$ cat src/rtl/twisted_ring_shift_unit_pkg.sv
// Shared mode encoding and period helper for the twisted-ring shift unit.
package twisted_ring_pkg;

  typedef enum logic [2:0] {
    MODE_HOLD = 3'b000,
    MODE_SHR  = 3'b001,
    MODE_SHL  = 3'b010,
    MODE_ROR  = 3'b011,
    MODE_ROL  = 3'b100,
    MODE_JR   = 3'b101,
    MODE_JL   = 3'b110,
    MODE_RSVD = 3'b111
  } mode_e;

  // Steps per full cycle; Johnson modes visit 2*W states, plain modes W.
  function automatic int unsigned period(input mode_e m, input int unsigned w);
    return (m == MODE_JR || m == MODE_JL) ? 2 * w : w;
  endfunction

endpackage

$ cat src/rtl/twisted_ring_shift_unit_if.sv
// Control/data bundle between a driver and the twisted-ring shift unit.
interface twisted_ring_shift_unit_if #(
  parameter int WIDTH = 6
) ();
  localparam int CW = $clog2(2 * WIDTH);

  logic             en;
  logic             load;
  logic [WIDTH-1:0] load_value;
  logic [2:0]       mode;
  logic             ser_in;
  logic [WIDTH-1:0] q;
  logic             wrap;
  logic             illegal;
  logic [CW-1:0]    step_cnt;

  modport master (
    output en, load, load_value, mode, ser_in,
    input  q, wrap, illegal, step_cnt
  );

  modport slave (
    input  en, load, load_value, mode, ser_in,
    output q, wrap, illegal, step_cnt
  );
endinterface

$ cat src/rtl/twisted_ring_shift_unit_johnson_legal_check.sv
// Flags a register value that is not one of the 2*WIDTH Johnson-counter states.
module johnson_legal_check #(
  parameter int WIDTH = 6
) (
  input  logic [WIDTH-1:0] q,
  output logic             illegal
);
  localparam logic [WIDTH-2:0] ONE = (WIDTH-1)'(1);

  logic [WIDTH-2:0] diff;

  // One bit per adjacent-bit transition; legal means at most one bit set.
  assign diff    = q[WIDTH-1:1] ^ q[WIDTH-2:0];
  assign illegal = |(diff & (diff - ONE));
endmodule

$ cat src/rtl/twisted_ring_shift_unit.sv
// Shift/rotate/Johnson register with period tracking and wrap pulse.
// Optional TWISTED_RING_SELF_CORRECT_EN: Johnson steps from an illegal state reload zero.
module twisted_ring_shift_unit
  import twisted_ring_pkg::*;
#(
  parameter int               WIDTH       = 6,
  parameter logic [WIDTH-1:0] RESET_VALUE = '0
) (
  input  logic                    clk,
  input  logic                    rst,
  twisted_ring_shift_unit_if.slave bus
);
  localparam int CW = $clog2(2 * WIDTH);

  logic [WIDTH-1:0] q_r, q_nxt;
  logic [CW-1:0]    cnt_r;
  logic             wrap_r;
  mode_e            mode_r, mode_in;
  logic             illegal, mode_chg, step, at_end, fix;

  assign mode_in  = mode_e'(bus.mode);
  assign mode_chg = (mode_in != mode_r);
  assign step     = bus.en && !mode_chg && mode_in != MODE_HOLD && mode_in != MODE_RSVD;
  assign at_end   = (32'(cnt_r) == period(mode_in, WIDTH) - 1);

`ifdef TWISTED_RING_SELF_CORRECT_EN
  assign fix = step && illegal && (mode_in == MODE_JR || mode_in == MODE_JL);
`else
  assign fix = 1'b0;
`endif

  johnson_legal_check #(.WIDTH(WIDTH)) u_legal (
    .q       (q_r),
    .illegal (illegal)
  );

  always_comb begin
    q_nxt = q_r;
    case (mode_in)
      MODE_SHR: q_nxt = {bus.ser_in, q_r[WIDTH-1:1]};
      MODE_SHL: q_nxt = {q_r[WIDTH-2:0], bus.ser_in};
      MODE_ROR: q_nxt = {q_r[0], q_r[WIDTH-1:1]};
      MODE_ROL: q_nxt = {q_r[WIDTH-2:0], q_r[WIDTH-1]};
      MODE_JR:  q_nxt = {~q_r[0], q_r[WIDTH-1:1]};
      MODE_JL:  q_nxt = {q_r[WIDTH-2:0], ~q_r[WIDTH-1]};
      default:  q_nxt = q_r;
    endcase
  end

  always_ff @(posedge clk or negedge rst) begin
    if (!rst) begin
      q_r    <= RESET_VALUE;
      cnt_r  <= '0;
      wrap_r <= 1'b0;
      mode_r <= MODE_HOLD;
    end else begin
      // Mode tracking follows en so a change made while disabled is seen on re-enable.
      if (bus.en) mode_r <= mode_in;
      if (bus.load) begin
        q_r    <= bus.load_value;
        cnt_r  <= '0;
        wrap_r <= 1'b0;
      end else if (fix) begin
        q_r    <= '0;
        cnt_r  <= '0;
        wrap_r <= 1'b0;
      end else if (step) begin
        q_r <= q_nxt;
        if (at_end) begin
          cnt_r  <= '0;
          wrap_r <= 1'b1;
        end else begin
          cnt_r  <= cnt_r + CW'(1);
          wrap_r <= 1'b0;
        end
      end else begin
        wrap_r <= 1'b0;
        if (bus.en && mode_chg) cnt_r <= '0;
      end
    end
  end

  assign bus.q        = q_r;
  assign bus.step_cnt = cnt_r;
  assign bus.wrap     = wrap_r;
  assign bus.illegal  = illegal;
endmodule
$ cat src/flat_wrapper.sv
// flat-port wrapper written by rule: the top's interface ports become plain ports
module twisted_ring_shift_unit_flat import twisted_ring_pkg::*;
#(
  parameter int               WIDTH       = 6,
  parameter logic [WIDTH-1:0] RESET_VALUE = '0
)
  (clk, rst, bus_en, bus_load, bus_load_value, bus_mode, bus_ser_in, bus_q, bus_wrap, bus_illegal, bus_step_cnt);
  twisted_ring_shift_unit_if #(.WIDTH(WIDTH)) bus_i ();
  input  logic clk;
  input  logic rst;
  input wire logic [$bits(bus_i.en)-1:0] bus_en;
  input wire logic [$bits(bus_i.load)-1:0] bus_load;
  input wire logic [$bits(bus_i.load_value)-1:0] bus_load_value;
  input wire logic [$bits(bus_i.mode)-1:0] bus_mode;
  input wire logic [$bits(bus_i.ser_in)-1:0] bus_ser_in;
  output wire logic [$bits(bus_i.q)-1:0] bus_q;
  output wire logic [$bits(bus_i.wrap)-1:0] bus_wrap;
  output wire logic [$bits(bus_i.illegal)-1:0] bus_illegal;
  output wire logic [$bits(bus_i.step_cnt)-1:0] bus_step_cnt;
  assign bus_i.en = bus_en;
  assign bus_i.load = bus_load;
  assign bus_i.load_value = bus_load_value;
  assign bus_i.mode = bus_mode;
  assign bus_i.ser_in = bus_ser_in;
  assign bus_q = bus_i.q;
  assign bus_wrap = bus_i.wrap;
  assign bus_illegal = bus_i.illegal;
  assign bus_step_cnt = bus_i.step_cnt;
  twisted_ring_shift_unit #(.WIDTH(WIDTH), .RESET_VALUE(RESET_VALUE)) u_core (.clk(clk), .rst(rst), .bus(bus_i));
endmodule
$ cat config.mk
export PLATFORM = sky130hd
export DESIGN_NAME = twisted_ring_shift_unit_flat
export DESIGN_NICKNAME = d
export VERILOG_FILES = /design/src/rtl/twisted_ring_shift_unit_pkg.sv /design/src/rtl/twisted_ring_shift_unit_if.sv /design/src/rtl/twisted_ring_shift_unit_johnson_legal_check.sv /design/src/rtl/twisted_ring_shift_unit.sv /design/src/flat_wrapper.sv
export SDC_FILE = /design/constraint.sdc
export NUM_CORES = 1
export LEC_CHECK = 0
export BUFFER_PORTS_ARGS = -buffer_cell sky130_fd_sc_hd__buf_2
export CORE_UTILIZATION = 51
export CTS_CLUSTER_DIAMETER = 150
export DETAILED_ROUTE_END_ITERATION = 10
export PLACE_DENSITY_LB_ADDON = 0.25
export REMOVE_ABC_BUFFERS = 1
export SETUP_SLACK_MARGIN = 0.1
export SLEW_MARGIN = 20
export SYNTH_ARGS = -nofsm -noshare
export SYNTH_HDL_FRONTEND = slang
export SYNTH_SLANG_ARGS = --single-unit
$ cat constraint.sdc
create_clock -name clk -period 2.1 [get_ports clk]
set_clock_uncertainty 0.05 [all_clocks]
set_input_delay 0.21 -clock clk [delete_from_list [all_inputs] [get_ports clk]]
set_output_delay 0.21 -clock clk [all_outputs]
set_load 0.01 [all_outputs]
==> metrics, run 1 <==
unrepaired setup endpoints after global routing=false; HP Class=input pin to register; crit path from=u_core.bus.step_cnt[0]$_DFFE_PN0P_; setup slack, reg-to-reg=180 ps; YS warnings=0; post-place setup slack=60.4 ps; Synth cell types=38; Placed Cells incl. Taps=156; Chip Height=45.9 um; # fillers=154; metal3 WL=66 um; RePlAce Congestion=0.808; Max rail drop VDD=412 uV; Reg2Reg Launch Point=u_core.bus.step_cnt[0]$_DFFE_PN0P_; Antenna Nets Post-Route=0; Critical Path AT=2050 ps; initial DRC count=24; antenna cells=0; crit path capture=u_core.bus.step_cnt[1]$_DFFE_PN0P_; P per Cell Area=535 nW/um^2; clk slew on worst S/H paths=80 ps; total of max-cap violations=0; DRT Wirelength=2100 um; Num CTS Buffers=3; Synth Register Bits=14; gr usage total=0.224; Net count, final=152; status=finished, final reports clean; post-synth top area cell=dfrtp_1; FP Rows=15; Slew @ Worst Pin=381 ps; total gr overflow=0; clock buffer depth=2; wire per inst=13.1 um; root buffer cell=clkbuf_4; count leader, synth=dfrtp_1; HPWL after detailed placement=1490 um; Metal-1 WL=991 um; Worst-Skew Late Latency=290 ps; Critical Path Fanout Max=5; Residual DRC=0; Port Buf Inserts=25; Syn Std Cell Area=981 um^2; largest net degree at the start of global routing=18; Synth Flop Type=dfrtp_1; CP endpoint kind=register; sequential area share after synthesis=0.357; vias in the first global route=772; period utilisation layout=0.914; H-tree depth=1; Vias=920; fin cells=160; final worst slack=182 ps; Crit Path Category=register to register; via/cell ratio=5.75; type of element launching the critical path=register; Max Freq=0.521 GHz; worst r2r dst=u_core.bus.step_cnt[1]$_DFFE_PN0P_; Finish-stage setup viols=0; area grow syn2layout=18.8%; Core ar.=1760 um^2; Initial DRT Pass Iterations=4; Async SR Flop Fraction=1.00; Hold Vio Cnt, Final=0; CP Data Required Time=2230 ps; setup tns final=0 ps; met2 routed WL=1010 um; worst hold margin=76.9 ps; EDFF count, synth=0; Synth area leaders=dfrtp_1, mux2_2, mux2i_1; I/O pin count=26; Initial Utilization=0.556; Max Used Layer=met4; Worst slew margin=0.745; cell count after synthesis=110; post-layout minimum cycle time=1920 ps; Static Leak=0.000563 uW; CTS tree=built; Reg2Reg Depth=5; share of layout cells above drive strength 1=0.319; CTS Sinks=14; Post-synth top cells=dfrtp_1, nand2_1, nor2_1; initial antenna violation count=0; Die W=45.9 um; Yosys top cell area share=0.357; DIE AREA=2100 um^2; first-pass GRT wire length=3310 um; syn avg cell area=8.92 um^2; max-slew violations=0
[timing repair]
item	4_1_cts	5_1_grt
resized for setup	1	2
hold buffers	1	0
endpoints found under the setup margin	3	2
buffers inserted	0	0
endpoints found under the hold margin	14	0
[per-layer routing]
layer,track usage,vias up
met4,0.0706,0
met3,0.0595,5
met5,0,-
li1,-,451
met2,0.363,22
met1,0.287,442
[registers in the layout, summed over array words and instances, names as in the netlist]
signal               count
u_core.bus.step_cnt      4
u_core.mode_r            3
u_core.bus.wrap          1
u_core.bus.q             6
[through the flow]
stage | cell area, um^2 | util | total power [uW]
after detailed placement | 1120 | 0.636 | 471
after global routing | 1160 | 0.660 | 664
after CTS | 1160 | 0.655 | 622
after floorplan | 943 | - | 404
final | 1160 | 0.660 | 623
after global placement | 1120 | 0.636 | 466
[layout make-up]
class / instances / area [um^2] / share of cell area
Clock buffer: 3 / 22.5 / 0.0193
Multi-Input combinational cell: 86 / 592 / 0.508
Tap cell: 25 / 31.3 / 0.0269
Sequential cell: 14 / 350 / 0.301
Timing Repair Buffer: 29 / 158 / 0.135
Inverter: 3 / 11.3 / 0.00967
[power breakdown]
part           leakage, uW  internal [uW]  total, uW  switching [uW]
logic             0.000371           72.3        150            77.4
registers         0.000178            288        318            30.1
clock network    0.0000138           66.7        155            88.5
[worst max-delay path, cell delays in order (launching register included)]
cell	delay [ps]
dfrtp_1	440
inv_1	110
or4b_2	650
mux2i_2	260
nor3_2	80
a22o_1	230
[how the worst min path moves through the flow]
stage / startpoint / end / slack (ps) / depth (start not counted)
floorplan: rst / u_core.bus.q[0]$_DFFE_PN0P_ / -140 / 0
global placement: rst / u_core.mode_r[0]$_DFFE_PN0P_ / 70 / 1
finish: bus_load_value[3] / u_core.bus.q[3]$_DFFE_PN0P_ / 80 / 3
CTS: bus_load_value[2] / u_core.bus.q[2]$_DFFE_PN0P_ / 80 / 3
detailed placement: rst / u_core.mode_r[1]$_DFFE_PN0P_ / 70 / 1
global route: bus_load_value[4] / u_core.bus.q[4]$_DFFE_PN0P_ / 80 / 3
[cells by family after synthesis]
kind of cell | after synthesis | synth area share
adder cells (fa/ha/maj) | 1 | 0.0128
buffers and inverters | 10 | 0.0497
flip-flops | 14 | 0.357
AND/OR/NAND/NOR | 42 | 0.225
AO/OA/AOI/OAI | 26 | 0.177
multiplexers | 14 | 0.152
XOR/XNOR | 3 | 0.0268
[placed cells by master (no fill, tap or decap), types with 6 or more instances in the layout]
cell     count
a21oi_1      6
buf_2       25
dfrtp_1     14
mux2_2       7
mux2i_1      6
nand2_1     10
nand3_1      6
nor2_1       9
o21ai_0      7
(Power assumes the default switching activity.)
==> run 2: changes to the inputs <==
--- a/config.mk
+++ b/config.mk
@@ -9,6 +9,7 @@
 export CORE_UTILIZATION = 51
 export CTS_CLUSTER_DIAMETER = 150
 export DETAILED_ROUTE_END_ITERATION = 10
+export HOLD_SLACK_MARGIN = 0.1
 export PLACE_DENSITY_LB_ADDON = 0.25
 export REMOVE_ABC_BUFFERS = 1
 export SETUP_SLACK_MARGIN = 0.1
==> constraint.sdc (replaced) <==
create_clock -name clk -period 2.1 [get_ports clk]
set_clock_uncertainty 0.05 [all_clocks]
set_input_delay 0.21 -clock clk [delete_from_list [all_inputs] [get_ports clk]]
set_output_delay 0.21 -clock clk [all_outputs]
set_load 0.005 [all_outputs]
==> run 2 against run 1 <==
Against the previous run: total power is essentially flat; non-clock buffer count grew 6; via count grew 1.1%; critical path depth is the same; clock-buffer cell count is the same; wire length grew 2.3%; sequential share of layout area shrank 1.5 points; final cell count grew 3.8%; first-iteration DRC count shrank 58%; design area grew 5.2%; flip-flop and latch count is the same; clock power is essentially flat; critical path type unchanged.
==> metrics, run 2 (synthesis results as in run 1) <==
# fillers=149 (was 154); Max rail drop VDD=413 uV (was 412 uV); P per Cell Area=509 nW/um^2 (was 535 nW/um^2); GR Util met1=0.294 (was 0.287); unrepaired setup endpoints after global routing=false (unchanged); CP Data Required Time=2230 ps (about the same); total gr overflow=0 (unchanged); Antenna Nets Post-Route=0 (unchanged); combinational power share=0.242 (was 0.240); Max Freq=0.524 GHz (was 0.521 GHz); Slew @ Worst Pin=382 ps (was 381 ps); GRT busiest layer=met2 (unchanged); Port Buf Inserts=25 (unchanged); FP Rows=15 (unchanged); Chip Height=45.9 um (unchanged); post-route cell area=1220 um^2 (was 1160 um^2); Largest register FFs=6 (unchanged); clock buffer depth=2 (unchanged); Worst slew margin=0.744 (was 0.745); status=finished, final reports clean (unchanged); setup tns final=0 ps (unchanged); Crit Path Category=register to register (unchanged); Initial Utilization=0.556 (unchanged); Worst-Skew Late Latency=280 ps (was 290 ps); area grow syn2layout=24.9% (was 18.8%); largest net degree at the start of global routing=18 (unchanged); Net count, final=158 (was 152); max-slew violations=0 (unchanged); Die W=45.9 um (unchanged); CP endpoint kind=register (unchanged); vias in the first global route=795 (was 772); power share of the clock group=0.247 (was 0.249); most common cell after layout, fill and taps aside=buf_2 (unchanged); Initial DRT Pass Iterations=4 (unchanged); Core ar.=1760 um^2 (unchanged); post-layout minimum cycle time=1910 ps (was 1920 ps); DRT Wirelength=2140 um (was 2100 um); Seq pwr share=0.511 (about the same); DIE AREA=2100 um^2 (unchanged); initial DRC count=10 (was 24); sw frac=0.304 (was 0.315); via/cell ratio=5.60 (was 5.75); Critical Path Fanout Max=5 (unchanged); Setup Fix Bufs, Post-CTS=0 (unchanged); share of layout cells above drive strength 1=0.305 (was 0.319); clk slew on worst S/H paths=80 ps (about the same); root buffer cell=clkbuf_4 (unchanged); HP Class=input pin to register (unchanged); first-pass GRT wire length=3400 um (was 3310 um); HPWL after detailed placement=1490 um (unchanged); period utilisation layout=0.909 (was 0.914); antenna cells=0 (unchanged); wire per inst=12.9 um (was 13.1 um); Static Leak=0.000588 uW (was 0.000563 uW); CTS Sinks=14 (unchanged); Finish-stage setup viols=0 (unchanged); total of max-cap violations=0 (unchanged); Num CTS Buffers=3 (unchanged); initial antenna violation count=0 (unchanged); Cell Area, Placed=1120 um^2 (unchanged); Pint=434 uW (was 427 uW); most frequent cells in the layout=buf_2, dfrtp_1, nand2_1 (unchanged); P_sw=190 uW (was 196 uW); I/O pin count=26 (unchanged); gr usage total=0.230 (was 0.224); Hold Vio Cnt, Final=0 (unchanged); H-tree depth=1 (unchanged); M3 GR Usage=0.0595 (unchanged); Global Route met2 Usage=0.375 (was 0.363); type of element launching the critical path=register (unchanged); Residual DRC=0 (unchanged); Vias=930 (was 920); CTS tree=built (unchanged); RePlAce Congestion=0.808 (unchanged); Critical Path AT=2040 ps (was 2050 ps)
[run 2: cell types whose count changed in the layout (fill, tap and decap cells not counted), sizes merged]
cell,before,now
dlygate4sd3,1,7
[run 2: final cells by class]
| type | count | area, um^2 | share of cell area |
|---|---|---|---|
| Multi-Input combinational cell | 86 | 592 | 0.483 |
| Sequential cell | 14 | 350 | 0.286 |
| Inverter | 3 | 11.3 | 0.00919 |
| Clock buffer | 3 | 22.5 | 0.0184 |
| Timing Repair Buffer | 35 | 218 | 0.178 |
| Tap cell | 25 | 31.3 | 0.0255 |
[run 2: what timing repair did]
action / CTS / global route
resized for setup: 1 / 2
endpoints found under the hold margin: 20 / 0
hold buffers: 7 / 0
endpoints found under the setup margin: 3 / 2
[run 2: power groups by stage]
| stage | Combinational, uW | Clock, uW | Sequential, uW |
|---|---|---|---|
| 6_report | 151 | 154 | 318 |
| 3_5_place_dp | 141 | 0 | 323 |
| 3_3_place_gp | 137 | 0 | 322 |
| 2_1_floorplan | 80.6 | 0 | 317 |
| 5_1_grt | 170 | 173 | 323 |
| 4_1_cts | 151 | 154 | 318 |
[run 2: per-layer routing]
metal | vias up | share of wire
li1 | 465 | -
met1 | 445 | 0.47
met2 | 15 | 0.49
met3 | 5 | 0.026
met4 | 0 | 0.012
met5 | - | 0
[run 2: through the flow]
stage	power [uW]	std cells	setup WS [ps]	utilization	hold WS [ps]
after global placement	459	156	136	0.636	68.6
after CTS	623	166	154	0.689	219
after detailed placement	464	156	60.4	0.636	74.2
after global routing	666	166	110	0.694	224
final	624	166	191	0.694	214
after floorplan	398	103	238	-	-136
[run 2: worst max-delay path: stages (launching register included)]
cell	delay [ps]
dfrtp_1	440
inv_1	110
or4b_2	650
mux2i_2	250
nor3_2	80
a22o_1	230
[run 2: worst paths after layout]
check	from	end	slack, ps	cells past startpoint
worst max-delay path	u_core.bus.step_cnt[0]$_DFFE_PN0P_	u_core.bus.step_cnt[1]$_DFFE_PN0P_	190	5
worst min-delay path	bus_en	u_core.mode_r[1]$_DFFE_PN0P_	210	2
worst max register to register	u_core.bus.step_cnt[0]$_DFFE_PN0P_	u_core.bus.step_cnt[1]$_DFFE_PN0P_	190	5
worst min register to register	u_core.mode_r[0]$_DFFE_PN0P_	u_core.mode_r[0]$_DFFE_PN0P_	510	1
max in group asynchronous	rst	u_core.bus.step_cnt[3]$_DFFE_PN0P_	1460	2
min in group asynchronous	rst	u_core.mode_r[1]$_DFFE_PN0P_	300	2
==> run 3: changes to the inputs <==
--- a/config.mk
+++ b/config.mk
@@ -6,6 +6,7 @@
 export NUM_CORES = 1
 export LEC_CHECK = 0
 export BUFFER_PORTS_ARGS = -buffer_cell sky130_fd_sc_hd__buf_2
+export CORE_MARGIN = 2
 export CORE_UTILIZATION = 51
 export CTS_CLUSTER_DIAMETER = 150
 export DETAILED_ROUTE_END_ITERATION = 10
==> run 3 against run 2 <==
Against the previous run: design area is 1.7% higher; combinational power increased by 3%; non-clock buffer count is the same; setup slack better by 2.9 ps; critical path depth stayed put; total power rose by 8.4%; register-to-register slack about the same; wire length is 1.5% higher; utilization rose by 1.2 points; via count is 0.86% higher; final cell count grew 0.60%; largest power group unchanged.
==> metrics, run 3 (synthesis results as in run 1) <==
status=finished, final reports clean (unchanged); Critical Path AT=2040 ps (about the same); max-slew violations=0 (unchanged); unrepaired setup endpoints after global routing=false (unchanged); total power draw=676 uW (was 624 uW); clk slew on worst S/H paths=90 ps (was 80 ps); HPWL after detailed placement=1490 um (about the same); area grow syn2layout=27.0% (was 24.9%); DIE AREA=2290 um^2 (was 2100 um^2); first-pass GRT wire length=3520 um (was 3400 um); CP endpoint kind=register (unchanged); Critical Path Fanout Max=5 (unchanged); RePlAce Congestion=0.805 (was 0.808); Hold Startpoint=bus_en (unchanged); Seq pwr share=0.471 (was 0.511); CTS Sinks=14 (unchanged); initial DRC count=11 (was 10); Initial DRT Pass Iterations=4 (unchanged); Vias=938 (was 930); Die W=47.9 um (was 45.9 um); Core ar.=1760 um^2 (unchanged); gr usage total=0.222 (was 0.230); Static Leak=0.000602 uW (was 0.000588 uW); post-place setup slack=67.7 ps (was 60.4 ps); Initial Utilization=0.556 (unchanged); power share of the clock group=0.300 (was 0.247); Largest register FFs=6 (unchanged); initial antenna violation count=0 (unchanged); combinational power share=0.229 (was 0.242); final worst slack=194 ps (was 191 ps); setup tns final=0 ps (unchanged); P_sw=202 uW (was 190 uW); HP Class=input pin to register (unchanged); Chip Height=47.9 um (was 45.9 um); I/O pin count=26 (unchanged); via/cell ratio=5.62 (was 5.60); critical path's slowest cell=or4b_2 (unchanged); worst hold margin=206 ps (was 214 ps); Max Freq=0.525 GHz (was 0.524 GHz); Crit Path Category=register to register (unchanged); most common cell after layout, fill and taps aside=buf_2 (unchanged); H-tree depth=1 (unchanged); post-layout minimum cycle time=1910 ps (about the same); vias in the first global route=802 (was 795); Hold Vio Cnt, Final=0 (unchanged); Worst-Skew Late Latency=290 ps (was 280 ps); Pint=474 uW (was 434 uW); Max rail drop VDD=466 uV (was 413 uV); crit path from=u_core.bus.step_cnt[0]$_DFFE_PN0P_ (unchanged); CTS tree=built (unchanged); total gr overflow=0 (unchanged); type of element launching the critical path=register (unchanged); Reg2Reg Launch Point=u_core.bus.step_cnt[0]$_DFFE_PN0P_ (unchanged); CP Data Required Time=2230 ps (about the same); P per Cell Area=542 nW/um^2 (was 509 nW/um^2); largest net degree at the start of global routing=18 (unchanged); Slew @ Worst Pin=390 ps (was 382 ps); FP Rows=15 (unchanged); clock buffer depth=2 (unchanged); share of layout cells above drive strength 1=0.303 (was 0.305); Antenna Nets Post-Route=0 (unchanged); Num CTS Buffers=3 (unchanged); root buffer cell=clkbuf_4 (unchanged); Port Buf Inserts=25 (unchanged); Finish-stage setup viols=0 (unchanged); Setup Fix Bufs, Post-CTS=0 (unchanged); period utilisation layout=0.908 (was 0.909); Residual DRC=0 (unchanged); total of max-cap violations=0 (unchanged); worst path cell trace=inv_1, or4b_2, mux2i_1, nor3_2, a22o_1 (was inv_1, or4b_2, mux2i_2, nor3_2, a22o_1); DRT Wirelength=2180 um (was 2140 um); sw frac=0.299 (was 0.304); most frequent cells in the layout=buf_2, dfrtp_1, nand2_1 (unchanged); Net count, final=158 (unchanged); Worst slew margin=0.739 (was 0.744); wire per inst=13.0 um (was 12.9 um); antenna cells=0 (unchanged); crit-path max cell delay=630 ps (was 650 ps)
==> run 3: timing repair <==
item                                   CTS  global route
endpoints found under the hold margin   20             0
gates resized for setup                  1             2
hold buffers                             7             0
pin swaps                                0             1
setup endpoints to repair                3             3
==> run 3: critical path: cells and delay by family, from the launching register on <==
kind | cells | cell delay (ps)
and+or+nand+nor | 2 | 710
muxes | 1 | 290
buffers and inverters | 1 | 100
DFF | 1 | 420
AOI/OAI and AO/OA | 1 | 230
==> run 3: area by class of cell <==
| class | instances | area [um^2] |
|---|---|---|
| multi-input combinational | 86 | 599 |
| inverter | 3 | 11.3 |
| sequential | 14 | 350 |
| fill | 151 | 518 |
| tap | 25 | 31.3 |
| clock buffer | 4 | 36.3 |
| timing repair buffer | 35 | 218 |
==> run 3: worst paths after layout <==
check,to,slack [ps],cells past startpoint
max reg2reg,u_core.bus.step_cnt[1]$_DFFE_PN0P_,190,5
max in group asynchronous,u_core.mode_r[0]$_DFFE_PN0P_,1470,2
min reg2reg,u_core.mode_r[0]$_DFFE_PN0P_,520,1
max,u_core.bus.step_cnt[1]$_DFFE_PN0P_,190,5
min,u_core.mode_r[2]$_DFFE_PN0P_,210,2
min in group asynchronous,u_core.bus.q[2]$_DFFE_PN0P_,290,2
==> run 3: layer usage <==
layer,track usage,wire (um),vias up
met2,0.355,1060,23
li1,-,-,469
met3,0.0226,70,4
met5,0,0,-
met4,0.114,36,0
met1,0.297,1010,442
==> run 3: through the flow <==
| stage | std cells | instance area (um^2) | utilization |
|---|---|---|---|
| floorplan | 103 | 943 | - |
| global placement | 156 | 1120 | 0.636 |
| detailed placement | 156 | 1120 | 0.636 |
| CTS | 167 | 1230 | 0.697 |
| global route | 167 | 1250 | 0.706 |
| finish | 167 | 1250 | 0.706 |
==> run 3: power by group through the flow <==
stage	clock network, uW	registers (uW)	logic [uW]
final	203	318	155
after global routing	220	323	173
after CTS	211	318	151
after detailed placement	0	323	141
after global placement	0	322	137
after floorplan	0	317	80.6
